**config.mk**
```make
export PLATFORM = sky130hd
export DESIGN_NAME = apb_waitstate_slave_flat
export DESIGN_NICKNAME = d
export VERILOG_FILES = /design/src/rtl/apb_waitstate_slave_if.sv /design/src/rtl/apb_waitstate_slave.sv /design/src/flat_wrapper.sv
export SDC_FILE = /design/constraint.sdc
export NUM_CORES = 1
export LEC_CHECK = 0
export BUFFER_PORTS_ARGS = -buffer_cell sky130_fd_sc_hd__buf_2
export CAP_MARGIN = 20
export CORE_AREA = 10 10 221 223
export CTS_CLUSTER_SIZE = 12
export DETAILED_ROUTE_END_ITERATION = 10
export DIE_AREA = 0 0 231 233
export MAX_ROUTING_LAYER = met4
export PLACE_DENSITY = 0.77
export SETUP_SLACK_MARGIN = 0.3
export SLEW_MARGIN = 20
export SYNTH_ARGS = -nofsm -noshare
export SYNTH_HDL_FRONTEND = slang
export SYNTH_SLANG_ARGS = --single-unit
```
**constraint.sdc**
```tcl
create_clock -name pclk_i -period 2.58 [get_ports pclk_i]
set_clock_uncertainty 0.2 [all_clocks]
set_input_delay 0.258 -clock pclk_i [delete_from_list [all_inputs] [get_ports pclk_i]]
set_output_delay 0.258 -clock pclk_i [all_outputs]
set_load 0.02 [all_outputs]
```
**src/rtl/apb_waitstate_slave_if.sv**
```systemverilog
// APB (8-bit) bus bundle between a master and one PSELx completer.
// Clock and reset travel as plain ports beside this interface.
interface apb_waitstate_slave_if;
  logic       psel;
  logic       penable;
  logic       pwrite;
  logic [7:0] paddr;
  logic [7:0] pwdata;
  logic       pready;
  logic [7:0] prdata;
  logic       pslverr;

  modport master (
    output psel, penable, pwrite, paddr, pwdata,
    input  pready, prdata, pslverr
  );

  modport slave (
    input  psel, penable, pwrite, paddr, pwdata,
    output pready, prdata, pslverr
  );
endinterface

```
**src/rtl/apb_waitstate_slave.sv**
```systemverilog
// APB byte-memory completer: WAIT_CYCLES+1 access cycles per transfer, PSLVERR past DEPTH.
// Stalls the master through PREADY; dropping PSEL mid-access aborts with no side effect.
module apb_waitstate_slave #(
  parameter int DEPTH       = 64,
  parameter int WAIT_CYCLES = 2
) (
  input  logic                  pclk_i,
  input  logic                  rst_n_i,
  apb_waitstate_slave_if.slave  apb
);

  localparam int         AW      = (DEPTH > 1) ? $clog2(DEPTH) : 1;
  localparam logic [8:0] DEPTH_L = 9'(DEPTH);
  localparam logic [3:0] WAIT_L  = 4'(WAIT_CYCLES);

  typedef enum logic {IDLE, ACCESS} state_e;

  state_e        state_q, state_d;
  logic [3:0]    cnt_q, cnt_d;
  logic [AW-1:0] addr_q, addr_d;
  logic [7:0]    wdata_q, wdata_d;
  logic [7:0]    rdata_q, rdata_d;
  logic          write_q, write_d;
  logic          err_q, err_d;
  logic [7:0]    mem_q [DEPTH];

  logic          mem_we;
  logic          req_err;
  logic          last_wait;

  // Compare in 9 bits so DEPTH=256 never flags an error.
  assign req_err   = ({1'b0, apb.paddr} >= DEPTH_L);
  assign last_wait = (cnt_q == WAIT_L);

  assign apb.pready  = (state_q == ACCESS) & apb.penable & apb.psel & last_wait;
  assign apb.pslverr = apb.pready & err_q;
  assign apb.prdata  = (apb.pready & ~write_q) ? rdata_q : 8'h00;

  always_comb begin
    state_d = state_q;
    cnt_d   = cnt_q;
    addr_d  = addr_q;
    wdata_d = wdata_q;
    rdata_d = rdata_q;
    write_d = write_q;
    err_d   = err_q;
    mem_we  = 1'b0;

    unique case (state_q)
      IDLE: begin
        if (apb.psel && !apb.penable) begin
          state_d = ACCESS;
          cnt_d   = 4'd0;
          addr_d  = apb.paddr[AW-1:0];
          wdata_d = apb.pwdata;
          write_d = apb.pwrite;
          err_d   = req_err;
          rdata_d = req_err ? 8'h00 : mem_q[apb.paddr[AW-1:0]];
        end
      end
      ACCESS: begin
        if (!apb.psel) begin
          state_d = IDLE;
        end else if (apb.penable) begin
          if (last_wait) begin
            mem_we  = write_q & ~err_q;
            state_d = IDLE;
          end else begin
            cnt_d = cnt_q + 4'd1;
          end
        end
      end
      default: state_d = IDLE;
    endcase
  end

  always_ff @(posedge pclk_i or negedge rst_n_i) begin
    if (!rst_n_i) begin
      state_q <= IDLE;
      cnt_q   <= 4'd0;
      addr_q  <= '0;
      wdata_q <= 8'h00;
      rdata_q <= 8'h00;
      write_q <= 1'b0;
      err_q   <= 1'b0;
    end else begin
      state_q <= state_d;
      cnt_q   <= cnt_d;
      addr_q  <= addr_d;
      wdata_q <= wdata_d;
      rdata_q <= rdata_d;
      write_q <= write_d;
      err_q   <= err_d;
    end
  end

  always_ff @(posedge pclk_i or negedge rst_n_i) begin
    if (!rst_n_i) begin
      for (int i = 0; i < DEPTH; i++) begin
        mem_q[i] <= 8'h00;
      end
    end else if (mem_we) begin
      mem_q[addr_q] <= wdata_q;
    end
  end

endmodule

```
**src/flat_wrapper.sv**
```systemverilog
// flat-port wrapper written by rule: the top's interface ports become plain ports
module apb_waitstate_slave_flat 
#(
  parameter int DEPTH       = 64,
  parameter int WAIT_CYCLES = 2
)
  (pclk_i, rst_n_i, apb_psel, apb_penable, apb_pwrite, apb_paddr, apb_pwdata, apb_pready, apb_prdata, apb_pslverr);
  apb_waitstate_slave_if apb_i ();
  input  logic pclk_i;
  input  logic rst_n_i;
  input wire logic [$bits(apb_i.psel)-1:0] apb_psel;
  input wire logic [$bits(apb_i.penable)-1:0] apb_penable;
  input wire logic [$bits(apb_i.pwrite)-1:0] apb_pwrite;
  input wire logic [$bits(apb_i.paddr)-1:0] apb_paddr;
  input wire logic [$bits(apb_i.pwdata)-1:0] apb_pwdata;
  output wire logic [$bits(apb_i.pready)-1:0] apb_pready;
  output wire logic [$bits(apb_i.prdata)-1:0] apb_prdata;
  output wire logic [$bits(apb_i.pslverr)-1:0] apb_pslverr;
  assign apb_i.psel = apb_psel;
  assign apb_i.penable = apb_penable;
  assign apb_i.pwrite = apb_pwrite;
  assign apb_i.paddr = apb_paddr;
  assign apb_i.pwdata = apb_pwdata;
  assign apb_pready = apb_i.pready;
  assign apb_prdata = apb_i.prdata;
  assign apb_pslverr = apb_i.pslverr;
  apb_waitstate_slave #(.DEPTH(DEPTH), .WAIT_CYCLES(WAIT_CYCLES)) u_core (.pclk_i(pclk_i), .rst_n_i(rst_n_i), .apb(apb_i));
endmodule
```
# [Yosys cells after proc, flatten, opt, wreduce, memory -nomap -nowiden]
# Index checks and enable logic that the tools add are counted.
[word_totals] register_bits=541 inputBits=21
[op_classes] n_addsub=1 n_lt_le_gt_ge=4 n_eq_ne=5 n_mux=22 bitwise=11 reduce_logical=5
[op_table] operator="512-bit bitwise mux" count=1
[op_table] operator="8-bit binary-select mux with 6-bit select" count=1
[op_table] operator="8-bit demux with 6-bit select" count=1
[op_table] operator="8-bit two-way mux" count=5
[op_table] operator="4-bit two-way mux" count=4
[op_table] operator="7-bit greater-or-equal comparator (second input constant)" count=2
[op_table] operator="6-bit NOT with 7-bit output" count=2
[op_table] operator="8-bit by 7-bit greater-or-equal comparator with 1-bit output (second input constant)" count=1
[op_table] operator="1-bit two-way mux" count=8
[op_table] operator="4-bit case mux with 2 select lines" count=1
[op_table] operator="7-bit by 1-bit less-than comparator with 1-bit output (second input constant)" count=1
[op_table] operator="1-bit bitwise AND" count=6
[op_table] operator="2-bit inequality test (second input constant)" count=3
[op_table] operator="4-bit by 1-bit adder with 4-bit output (second input constant)" count=1
[op_table] operator="4-bit by 2-bit == test with 1-bit output (second input constant)" count=1
[op_table] operator="4-bit AND reduction" count=1
[op_table] operator="1-bit NOT" count=3
[op_table] operator="1-bit logical AND" count=2
[op_table] operator="2-bit by 1-bit inequality test with 1-bit output (second input constant)" count=1
[op_table] operator="1-bit case mux with 2 select lines" count=1
[op_table] operator="2-bit AND reduction" count=1
[op_table] operator="1-bit logical NOT" count=1

# [Logic depth before layout (Yosys ltp)]
# Gate-level depths: netlist of the first run.
[depth] depth_word=6 ltp_mapped=9

# [Worst setup path after synthesis of the first run]
# OpenSTA, ideal clock, no wires.
[synth_path] path_type="register to register" startpoint="register u_core.cnt_q[0]" endpoint="register u_core.mem_q[10] (netlist name)" setup_ps=125 arrival_time_ps=2158 required_ps=2255 setup_slack_ps=97 path_stages_with_launch=9 path_buffers=0 synth_period_minus_slack_ps=2483 path_cell_list="dfrtp_1 -> inv_1 -> ha_1 -> nor3b_2 -> nand4_2 -> inv_2 -> nand3_2 -> nor2_4 -> mux2_2"
[synth_between] elab_chain_cells=5
[synth_rtl] element="start, declared" line_no="apb_waitstate_slave.sv:19" text="logic [3:0] cnt_q, cnt_d;"
[synth_rtl] element="start signal, assigned" line_no="apb_waitstate_slave.sv:88" text="cnt_q <= cnt_d;"
[synth_rtl] element="4-bit by 2-bit == test with 1-bit output" line_no="apb_waitstate_slave.sv:33" text="assign last_wait = (cnt_q == WAIT_L);"
[synth_rtl] element="1-bit two-way mux" line_no="apb_waitstate_slave.sv:65" text="if (last_wait) begin"
[synth_rtl] element="1-bit two-way mux" line_no="apb_waitstate_slave.sv:64" text="end else if (apb.penable) begin"
[synth_rtl] element="1-bit two-way mux" line_no="apb_waitstate_slave.sv:62" text="if (!apb.psel) begin"
[synth_rtl] element="1-bit two-way mux" line_no="apb_waitstate_slave.sv:49" text="unique case (state_q)"
[synth_rtl] element="end signal, assigned by index" line_no="apb_waitstate_slave.sv:103" text="mem_q[addr_q] <= wdata_q;"
[synth_rtl] element="end, declared" line_no="apb_waitstate_slave.sv:25" text="logic [7:0] mem_q [DEPTH];"
# Every way passes these cells.
# A chain may end at the register's enable or synchronous reset.

# [Worst setup path after layout of the first run]
[layout_path] startpoint="register u_core.cnt_q[0]" endpoint="register u_core.mem_q[289] (netlist name)"
# The elaborated chain is that of the path after synthesis.

==> results of run 1 <==
[sequential cells by signal (all words and copies together), names as in the netlist]
signal	cells
u_core.addr_q	6
u_core.cnt_q	4
u_core.err_q	1
u_core.mem_q	512
u_core.rdata_q	8
u_core.state_q	1
u_core.wdata_q	8
u_core.write_q	1
[worst max path at each step]
stage	startpoint	to	slack (ns)	depth (start not counted)
2_1_floorplan	u_core.cnt_q[0]	u_core.mem_q[40]	0.21	9
3_5_place_dp	u_core.cnt_q[0]	u_core.mem_q[340]	-0.12	9
4_1_cts	u_core.cnt_q[0]	apb_prdata[6]	-0.1	7
3_3_place_gp	apb_paddr[1]	u_core.rdata_q[0]	-0.01	9
6_report	u_core.cnt_q[0]	u_core.mem_q[289]	-0.10	9
5_1_grt	u_core.cnt_q[0]	u_core.mem_q[294]	-0.16	9
[worst register-to-register path, cell delays in order (launching register included)]
cell and delay (ns):
dfrtp_1 0.39, inv_2 0.09, ha_4 0.12, nor3b_4 0.23, nand4_4 0.18, buf_4 0.19, or3_4 0.49, nor2_4 0.20
buf_12 0.15, mux2_4 0.31
[power groups by stage]
stage	registers, W	logic (W)	clock network [W]
3_5_place_dp	0.00892	0.00133	0
6_report	0.00879	0.00144	0.00769
2_1_floorplan	0.00875	0.000798	0
5_1_grt	0.00879	0.00154	0.00815
4_1_cts	0.00878	0.00141	0.00782
3_3_place_gp	0.00892	0.00130	0
[metal layers]
metal	share of wire [%]	wire length, um	track usage (%)
met1	42	26300	30.9
met2	49	30400	38.0
met3	6.3	3920	4.67
met4	2.7	1660	6.82
met5	0	0	-
[cell type report]
type | count | area (um2)
well taps | 592 | 741
multi-input cells | 966 | 11500
flip-flops and latches | 541 | 13500
fillers | 2947 | 14400
repair buffers | 196 | 2250
inverters | 5 | 21.3
clock inverters | 9 | 66.3
clock buffers | 86 | 1650
[per-stage QoR]
stage | std cells | area (um2)
floorplan | 1635 | 25300
global placement | 2250 | 26900
detailed placement | 2250 | 26900
CTS | 2380 | 29400
global route | 2395 | 29800
finish | 2395 | 29800
[logic make-up after synthesis]
group | Yosys count | share of synthesized area [%]
AOI/OAI and AO/OA | 68 | 1.96
xor gates and xnor gates | 2 | 0.0698
adders and majority gates | 2 | 0.0996
buffers and inverters | 128 | 2.53
DFF | 541 | 53.9
muxes | 706 | 36.9
and+or+nand+nor | 188 | 4.49
[cells in the final DEF (no fill, tap or decap), drive strengths merged, types with 8 or more instances in the layout]
master	n
and2	13
nand2	91
clkbuf	86
o21ai	18
buf	174
dfrtp	541
mux4	118
mux2	531
nor2	43
dlygate4sd3	22
o22ai	8
mux2i	57
o211ai	8
[what timing repair did]
action | 4_1_cts | 5_1_grt
cloned | 0 | 0
pin swaps | 24 | 15
hold endpoints to repair | 492 | 0
hold buffers | 22 | 0
setup endpoints to repair | 523 | 531
resized for setup | 91 | 29
setup buffers | 13 | 15
==> run summary, run 1 <==
outcome = complete, but fails checks
failing checks = negative setup slack
clock latency on the worst-skew pair = 0.62 ns
core box area = 0.0441 mm2
diode count = 0
# port buffers = 30
Power Total = 0.0179 W
largest cells by area after synthesis = dfrtp_1 (54%), mux2_2 (23%), mux4_2 (8.9%)
CP max stage cell = or3_4
WHS Endpoint = u_core.addr_q[0]
CTS tree = built
Final Setup Violations = 136
vias in the first global route = 15,948
Top delay family on crit path = simple AND/OR/NAND/NOR gates
Initial Util = 56.9%
synthesized instance count = 1,635
clock buffer depth = 3
CTS Root Cell = clkbuf_16
Min-Delay Path Depth = 4
mapped cell area = 0.0251 mm2
gpl congestion = 0.911
Critical Path Sink Type = flop
synth warn = 0
switching power total = 0.00452 W
Die H = 233 um
H-tree depth = 2
clock power share = 42.9%
floorplan row count = 77
DR pass1 iterations = 5
WL final = 62.3 mm
die area = 0.0538 mm2
Setup WS pre-CTS = -0.117 ns
setup ws final = -0.103 ns
CP bufs+invs = 3
worst-margin pin slew = 0.708 ns
startpoint types = flop
crit path DAT = 2.97 ns
Critical R2R Capture = u_core.mem_q[289]
cell accounting for the most synthesized area = dfrtp_1
Reg2Reg Setup Slack = -0.10 ns
clock period minus worst slack = 2.68 ns
WP data required = 2.86 ns
CP Max Fanout = 8
hold slack = 0.0531 ns
DR iter-0 viols = 1,212
sw frac = 25.2%
Avg WL per Cell = 26.0 um
Crit Path Category = flop to flop
Hold Crit Start = apb_paddr[0]
Logic pwr share = 8.0%
EDFF count, synth = 0
relative slew slack = 52.6%
upper clock frequency limit = 373 MHz
P_int = 0.0134 W
Fin. Hold Viols = 0
fin. max-slew vios = 0
Mapped Nets = 1,658
nets = 1,789
post-layout util = 67.5%
Post-synth ARST share = 100%
CTS clk-pin slew, worst paths = 0.06 ns
grt ovf = 0
largest net degree at the start of global routing = 71
Synth top cells by count = dfrtp_1 (541), mux2_2 (505), mux4_2 (99)
Leak = 14.6 nW
Main synth FF type = dfrtp_1
via count = 14,991
worst r2r path cells = 9
hold crit path type = input port to flop
Netlist cell types = 57
Flop pwr share = 49.1%
post-DP HPWL = 39.5 mm
max cap viols = 0
Final Cycle Share = 104%
Syn Area/Cell = 15.4 um2
Synth top area share = 53.9%
RSZ-0062 raised after global routing = true
slowest cell delay on critical path = 0.49 ns
first-pass GRT wire length = 96.5 mm
crit-path cells = inv_2 -> ha_4 -> nor3b_4 -> nand4_4 -> buf_4 -> or3_4 -> nor2_4 -> buf_12 -> mux2_4
I/O pin cnt = 31
total CTS buffers = 56
# DRC = 0
Total GRT Usage = 23.9%
Fin Setup TNS = -5.65 ns
R2R Path Start = u_core.cnt_q[0]
most frequent cell after synthesis = dfrtp_1
Synth-to-Final Area Change = 18.6%
flops & latches, synth = 541
power per cell area = 602 mW/mm2
layout cells sized above 1 = 53.5%
sequential fraction of the synthesis area = 53.9%
initial antenna violation count = 0
vias per cell = 6.26
ANT nets after route = 0
Die W = 231 um
CTS sink cnt = 541
highest ir drop seen on vdd = 0.000527 V
Note: power is estimated with default switching activity, not from simulation.
==> inputs of run 2 (changes only) <==
--- a/config.mk
+++ b/config.mk
@@ -5,6 +5,7 @@
 export SDC_FILE = /design/constraint.sdc
 export NUM_CORES = 1
 export LEC_CHECK = 0
+export ABC_CLOCK_PERIOD_IN_PS = 2580
 export BUFFER_PORTS_ARGS = -buffer_cell sky130_fd_sc_hd__buf_2
 export CAP_MARGIN = 20
 export CORE_AREA = 10 10 221 223
@@ -12,7 +13,7 @@
 export DETAILED_ROUTE_END_ITERATION = 10
 export DIE_AREA = 0 0 231 233
 export MAX_ROUTING_LAYER = met4
-export PLACE_DENSITY = 0.77
+export PLACE_DENSITY = 0.75
 export SETUP_SLACK_MARGIN = 0.3
 export SLEW_MARGIN = 20
 export SYNTH_ARGS = -nofsm -noshare
==> run 2 against run 1 <==
  * The flow still finishes with violations (negative setup slack)
  * Worst hold slack got worse by 0.034 ns
  * Sequential power barely moved
  * Design area fell by 0.50%
==> run summary, run 2 (same netlist as run 1, synthesis figures left out) <==
largest net degree at the start of global routing = 66 (-7.0%)
failing checks = negative setup slack
Critical Path Sink Type = output pin
CTS sink cnt = 541 (unchanged)
power per cell area = 595 mW/mm2 (-1.2%)
Top delay family on crit path = simple AND/OR/NAND/NOR gates
crit-path cells = inv_2 -> ha_4 -> nor3b_4 -> nand4_4 -> nor2_4 -> and2_4 -> buf_6
highest ir drop seen on vdd = 0.000522 V (-0.88%)
most common cell after layout, fill and taps aside = dfrtp_1
layout cells sized above 1 = 53.2% (-0.24 points)
Total GRT Usage = 23.9% (about the same)
Crit Path Category = flop to output pin
clock buffer depth = 3 (unchanged)
Fin Setup TNS = -0.0554 ns (+5.59 ns)
initial antenna violation count = 0 (unchanged)
startpoint types = flop
sw frac = 24.8% (-0.42 points)
Die H = 233 um (unchanged)
CP Max Fanout = 8 (unchanged)
upper clock frequency limit = 383 MHz (+2.9%)
RSZ-0062 raised after global routing = true
Leak = 14.5 nW (-0.44%)
Final Cycle Share = 101% (-2.9 points)
R2R Path Start = u_core.cnt_q[0]
total CTS buffers = 55 (-1.8%)
grt ovf = 0 (unchanged)
Filler Cells Inserted = 3,006 (+2.0%)
WL final = 61.7 mm (-0.82%)
relative slew slack = 47.5% (-5.0 points)
H-tree depth = 2 (unchanged)
# port buffers = 30 (unchanged)
gpl congestion = 0.926 (+1.7%)
vias in the first global route = 15,943 (-0.031%)
ANT nets after route = 0 (unchanged)
via count = 14,999 (+0.053%)
max reg flops = 512 (unchanged)
post-DP HPWL = 39.8 mm (+0.52%)
switching power total = 0.00437 W (-3.3%)
I/O pin cnt = 31 (unchanged)
P_int = 0.0132 W (-1.2%)
Largest regs = u_core.mem_q (512), u_core.rdata_q (8), u_core.wdata_q (8)
Fin. Hold Viols = 0 (unchanged)
clock period minus worst slack = 2.61 ns (-0.0749 ns)
CTS clk-pin slew, worst paths = 0.06 ns (about the same)
Initial Util = 56.9% (unchanged)
die area = 0.0538 mm2 (unchanged)
Critical R2R Capture = u_core.mem_q[6]
outcome = complete, but fails checks
worst r2r path cells = 8 (-1)
Flop pwr share = 50.0% (+0.9 points)
nets = 1,792 (+0.17%)
clock power share = 41.8% (-1.1 points)
Synth-to-Final Area Change = 18.0%
Final Setup Violations = 5 (-96%)
core box area = 0.0441 mm2 (unchanged)
clock latency on the worst-skew pair = 0.60 ns (-0.02 ns)
setup ws final = -0.0284 ns (+0.0749 ns)
DR pass1 iterations = 5 (unchanged)
WP data required = 2.12 ns (-0.74 ns)
first-pass GRT wire length = 96.3 mm (-0.16%)
CTS tree = built
crit path DAT = 2.15 ns (-0.82 ns)
# DRC = 0 (unchanged)
Die W = 231 um (unchanged)
worst-margin pin slew = 0.787 ns (+0.0795 ns)
Reg2Reg Setup Slack = 0.01 ns (+0.11 ns)
Top reg by flops = u_core.mem_q
slowest cell delay on critical path = 0.39 ns (-0.10 ns)
floorplan row count = 77 (unchanged)
fin. max-slew vios = 0 (unchanged)
diode count = 0 (unchanged)
hold crit path type = input port to async pin
Avg WL per Cell = 25.8 um (-0.61%)
CP bufs+invs = 2 (-1)
CP max stage cell = dfrtp_1
DR iter-0 viols = 1,180 (-2.6%)
vias per cell = 6.28 (+0.26%)
CTS Root Cell = clkbuf_16
max cap viols = 0 (unchanged)
post-layout util = 67.1% (-0.33 points)
Logic pwr share = 8.2% (+0.2 points)
most frequent cells in the layout = dfrtp_1 (533), mux2_2 (457), mux4_2 (99), buf_4 (86), nand2_1 (74)
-- run 2: final cells by class --
type | count | area [um2] | area share, %
Sequential cell | 541 | 13500 | 45.7
Multi-Input combinational cell | 966 | 11500 | 38.7
Timing Repair Buffer | 200 | 2240 | 7.55
Clock buffer | 81 | 1600 | 5.39
Tap cell | 592 | 741 | 2.50
Clock inverter | 5 | 25.0 | 0.0845
Inverter | 5 | 18.8 | 0.0633
-- run 2: stage by stage --
step / total power, W / worst slack (ns) / hold WS [ns] / std cells / instance area, um2
after floorplan: 0.00955 / 0.207 / -0.238 / 1635 / 25300
after global placement: 0.0103 / -0.0107 / 0.0567 / 2260 / 27000
after detailed placement: 0.0103 / -0.0380 / 0.0639 / 2260 / 27000
after CTS: 0.0177 / -0.0308 / 0.0228 / 2378 / 29400
after global routing: 0.0182 / -0.115 / 0.0479 / 2390 / 29600
final: 0.0176 / -0.0284 / 0.0190 / 2390 / 29600
-- run 2: how the worst max path moves through the flow --
| stage | cells after the start | startpoint | to |
|---|---|---|---|
| after floorplan | 9 | u_core.cnt_q[0] | u_core.mem_q[40] |
| after global placement | 7 | apb_paddr[0] | u_core.rdata_q[7] |
| after detailed placement | 8 | u_core.cnt_q[0] | u_core.mem_q[257] |
| after CTS | 7 | u_core.cnt_q[0] | apb_prdata[5] |
| after global routing | 7 | u_core.cnt_q[0] | apb_prdata[6] |
| final | 7 | u_core.cnt_q[0] | apb_prdata[6] |
-- run 2: metal layers --
metal | routed length (um) | global-route usage (%)
met2 | 30000 | 37.4
met4 | 1850 | 8.06
met5 | 0 | -
met1 | 25900 | 30.7
met3 | 4000 | 5.00
-- run 2: timing repair --
item,in CTS,in global routing
setup endpoints to repair,522,526
hold buffers,18,0
gates resized for setup,84,21
cloned,0,0
buffers inserted,14,12
endpoints found under the hold margin,495,0
pin swaps,22,20
-- run 2: power groups by stage --
| stage | clock [W] | combinational, W | sequential (W) |
|---|---|---|---|
| after global placement | 0 | 0.00133 | 0.00894 |
| after CTS | 0.00748 | 0.00143 | 0.00880 |
| after detailed placement | 0 | 0.00136 | 0.00894 |
| after global routing | 0.00780 | 0.00154 | 0.00882 |
| final | 0.00736 | 0.00144 | 0.00881 |
| after floorplan | 0 | 0.000798 | 0.00875 |
